==> config.mk <==
export PLATFORM = sky130hd
export DESIGN_NAME = serial_adder_ctrl
export DESIGN_NICKNAME = d
export VERILOG_FILES = /design/src/rtl/serial_adder_ctrl.sv
export SDC_FILE = /design/constraint.sdc
export NUM_CORES = 1
export LEC_CHECK = 0
export BUFFER_PORTS_ARGS = -buffer_cell sky130_fd_sc_hd__buf_2
export CORE_MARGIN = 5
export CORE_UTILIZATION = 55
export DETAILED_ROUTE_END_ITERATION = 10
export PLACE_DENSITY_LB_ADDON = 0.3
export SYNTH_ARGS = -nofsm -noshare
export SYNTH_HDL_FRONTEND = slang
export SYNTH_SLANG_ARGS = --single-unit
==> constraint.sdc <==
create_clock -name clk -period 2.56 [get_ports clk]
set_input_delay 0.384 -clock clk [delete_from_list [all_inputs] [get_ports clk]]
set_output_delay 0.384 -clock clk [all_outputs]
set_load 0.1 [all_outputs]
==> src/rtl/serial_adder_ctrl.sv <==
// Bit-serial adder controller: one full-adder cell reused over WIDTH cycles, LSB first.
// Optional subtract mode is enabled by defining SERIAL_ADDER_SUB_EN (adds the 'sub' input).
module serial_adder_ctrl #(
   parameter int WIDTH = 8
) (
   input  logic             clk,
   input  logic             rst_n,
   input  logic             start,
   input  logic [WIDTH-1:0] a,
   input  logic [WIDTH-1:0] b,
   input  logic             cin,
`ifdef SERIAL_ADDER_SUB_EN
   input  logic             sub,
`endif
   output logic             busy,
   output logic             done,
   output logic [WIDTH-1:0] sum,
   output logic             cout
);

   localparam int CNT_W = (WIDTH > 1) ? $clog2(WIDTH) : 1;
   localparam logic [CNT_W-1:0] LAST_BIT = CNT_W'(WIDTH - 1);

   typedef enum logic [1:0] {IDLE, RUN, DONE} state_t;

   state_t           r_state;
   state_t           w_state_next;
   logic [WIDTH-1:0] r_ra;
   logic [WIDTH-1:0] r_rb;
   logic [WIDTH-1:0] r_sum;
   logic             r_carry;
   logic             r_cout;
   logic             r_busy;
   logic             r_done;
   logic [CNT_W-1:0] r_cnt;
   logic             w_sum_bit;
   logic             w_carry_bit;
   logic             w_last;
   logic [WIDTH-1:0] w_b_load;
   logic             w_c_load;

   assign w_sum_bit   = r_ra[0] ^ r_rb[0] ^ r_carry;
   assign w_carry_bit = (r_ra[0] & r_rb[0]) | (r_ra[0] & r_carry) | (r_rb[0] & r_carry);
   assign w_last      = (r_cnt == LAST_BIT);

`ifdef SERIAL_ADDER_SUB_EN
   // Subtraction as a + ~b + 1; cin is ignored in that mode.
   assign w_b_load = sub ? ~b : b;
   assign w_c_load = sub ? 1'b1 : cin;
`else
   assign w_b_load = b;
   assign w_c_load = cin;
`endif

   always_ff @(posedge clk or negedge rst_n) begin
      if (!rst_n) r_state <= IDLE;
      else        r_state <= w_state_next;
   end

   always_comb begin
      w_state_next = r_state;
      case (r_state)
         IDLE:    if (start) w_state_next = RUN;
         RUN:     if (w_last) w_state_next = DONE;
         DONE:    w_state_next = IDLE;
         default: w_state_next = IDLE;
      endcase
   end

   // busy/done are registered from the next state so both outputs come straight off flops.
   always_ff @(posedge clk or negedge rst_n) begin
      if (!rst_n) begin
         r_ra    <= '0;
         r_rb    <= '0;
         r_sum   <= '0;
         r_carry <= 1'b0;
         r_cout  <= 1'b0;
         r_cnt   <= '0;
         r_busy  <= 1'b0;
         r_done  <= 1'b0;
      end else begin
         r_busy <= (w_state_next != IDLE);
         r_done <= (w_state_next == DONE);
         case (r_state)
            IDLE: begin
               if (start) begin
                  r_ra    <= a;
                  r_rb    <= w_b_load;
                  r_carry <= w_c_load;
                  r_cnt   <= '0;
               end
            end
            RUN: begin
               r_sum   <= {w_sum_bit, r_sum[WIDTH-1:1]};
               r_ra    <= r_ra >> 1;
               r_rb    <= r_rb >> 1;
               r_carry <= w_carry_bit;
               if (w_last) r_cout <= w_carry_bit;
               else        r_cnt  <= r_cnt + CNT_W'(1);
            end
            default: ;
         endcase
      end
   end

   assign busy = r_busy;
   assign done = r_done;
   assign sum  = r_sum;
   assign cout = r_cout;

endmodule

==> impl_metrics.ini <==
[die]
die_height_um = 62.5
core_area_um2 = 2710
core.rowCount = 19
pin_count = 31
die_area_um2 = 3910
die_x_um = 62.5
initial_core_util = 0.560

[global_route]
grt_first_pass_wirelength_um = 4640
grt_max_degree = 34
grt_pass1_vias = 1035
antenna_found_initial = 0
track_usage = 0.152
grt_overflow = 0

[synthesis]
synth.area.mux_share = 0.0668
avgSynthCellArea_um2 = 12.0
ys_types = 24
synth_common_cells = dfrtp_1 (33), inv_1 (19), a222oi_1 (15), nor2_1 (15), mux2_2 (9)
synthTopCellsByArea = dfrtp_1 (54%), a222oi_1 (9.9%), mux2_2 (6.7%), inv_1 (4.7%), nor2_1 (3.7%)
synth_edf_count = 0
netlist.area_leader.share = 0.544
ys_ff_latch = 33
synth_top_family_by_area = compound AO/OA/AOI/OAI gates
synth_top_cell_by_area = dfrtp_1
synthAdderAreaFrac = 0.0297
synthesis.nets = 149
yosysMostFrequentCell = dfrtp_1
async_flop_share = 1.00
synthCells = 126
ys_seq_area_frac = 0.544
netlist_area_um2 = 1520
yosys.area_share.xor_xnor = 0
synthSimpleGateAreaFrac = 0.113
yosysWarnings = 0
synth-compound-area-share = 0.148
ys.flop_type = dfrtp_1

[clocking]
cts.repair.resized = 0
insertion_delay_ns = 0.33
cts-root-buf = clkbuf_4
htree_levels = 2
clkTransAtPathRegs_ns = 0.10
hold_buffers = 0
cts_sinks = 33
post_cts_buffers = 0
cts_tree = built
clock_path_buffers = 2
numCtsBuffers = 5

[setup_path]
worst-setup-path-type = reg -> reg
worst-r2r-cell-count = 2
critPathMaxFanout = 27
reg2reg_to = sum[3]
ff2ff_setup_slack_ns = 0.77
critical_path_required_ns = 2.78
crit-reg2reg-launch = r_state[1]
start_kind = flop
arrival_ns = 2.01
end_kind = flop

[placed_design]
finalWeightedCongestion = 0.763
numPortBuffers = 30
dp_hpwl_um = 1930

[min_path]
hp-class = in -> async

[detailed_routing]
avgRoutedWirePerCell_um = 15.0
drt_iter0_drc = 88
via_per_inst = 5.77
dr.pass1.iters = 7
ant_nets = 0
drcViolationCount = 0
vias = 1073
wl_um = 2780

[sta]
slew_headroom = 0.457
fin_tns_setup_ns = 0
fmax_ghz = 0.558
setup-violations-final = 0
worst_pin_slew_ns = 0.815
rsz0062_at_grt = false
maxSlewViolCount = 0
fin_crit_sh = 0.700
fin_skew_ns = 0.00290
hold_viol = 0
fin_crit_ns = 1.79

[final_layout]
areaGrowthSynthToFinish_pct = 12.4
nets = 177
drive_above_1_share = 0.329
diodes = 0

[run]
drv_cap = 0

[outcome]
status = complete, no violations
[per-layer routing]
layer	GRT usage	up-vias	wire length (um)
li1	-	507	-
met3	0.0647	5	197
met2	0.238	34	1400
met4	0.0637	0	52
met1	0.183	527	1130
met5	0	-	0
[how the worst max path moves through the flow]
| stage | start | endpoint | depth (start not counted) |
|---|---|---|---|
| after floorplan | r_cnt[0] | cout | 4 |
| after global placement | r_state[1] | sum[1] | 2 |
| after detailed placement | r_state[1] | sum[1] | 2 |
| after CTS | r_state[1] | sum[3] | 2 |
| after global routing | r_state[1] | sum[7] | 2 |
| final | r_state[1] | sum[3] | 2 |
[worst max-delay path, stage by stage, from the launching register on]
cell     delay [ns]
dfrtp_1        0.69
nor2b_4        0.59
mux2_2         0.40
[flip-flops by register name, indices dropped and copies added (netlist names)]
register  flops
done          1
busy          1
cout          1
r_ra          8
r_carry       1
r_cnt         3
sum           8
r_state       2
r_rb          8
[cells in the final DEF (no fill, tap or decap), types with 2 or more instances in the layout]
cell and n:
dfrtp_1 33, buf_2 30, inv_1 19, nor2_1 15, a222oi_1 15, mux2_2 9, clkbuf_4 5, nor2b_1 3
and3_1 3, and3b_1 2, nand4bb_1 2, nand2_1 2, o311ai_0 2, a221o_1 2, ha_1 2, clkbuf_8 2
[stage by stage]
step / instance area [um^2] / instances / hold slack, ns / util / setup WS (ns)
final: 1710 / 186 / 0.0920 / 0.630 / 0.769
after global routing: 1710 / 186 / 0.129 / 0.630 / 0.665
after CTS: 1710 / 186 / 0.111 / 0.630 / 0.768
after detailed placement: 1640 / 178 / 0.481 / 0.604 / 0.778
after global placement: 1640 / 178 / 0.466 / 0.604 / 0.835
after floorplan: 1520 / 126 / 0.0884 / - / 1.19
[layout make-up]
| type | instances | area [um^2] |
|---|---|---|
| Fill cell | 231 | 1000 |
| Sequential cell | 33 | 826 |
| Multi-Input combinational cell | 64 | 543 |
| Timing Repair Buffer | 31 | 158 |
| Inverter | 19 | 71.3 |
| Clock buffer | 7 | 65.1 |
| Tap cell | 31 | 38.8 |
| Clock inverter | 1 | 5.00 |
[cell families (layout without fill, tap and decap cells)]
kind of cell	count (synthesis)	after routing
flops	33	33
buf+inv	29	58
compound gates	22	22
mux	9	9
simple gates	30	30
fa+ha+maj	3	3
Power is not shown: default switching activity piles up to over one toggle a cycle in this logic, so the estimate is an artifact.
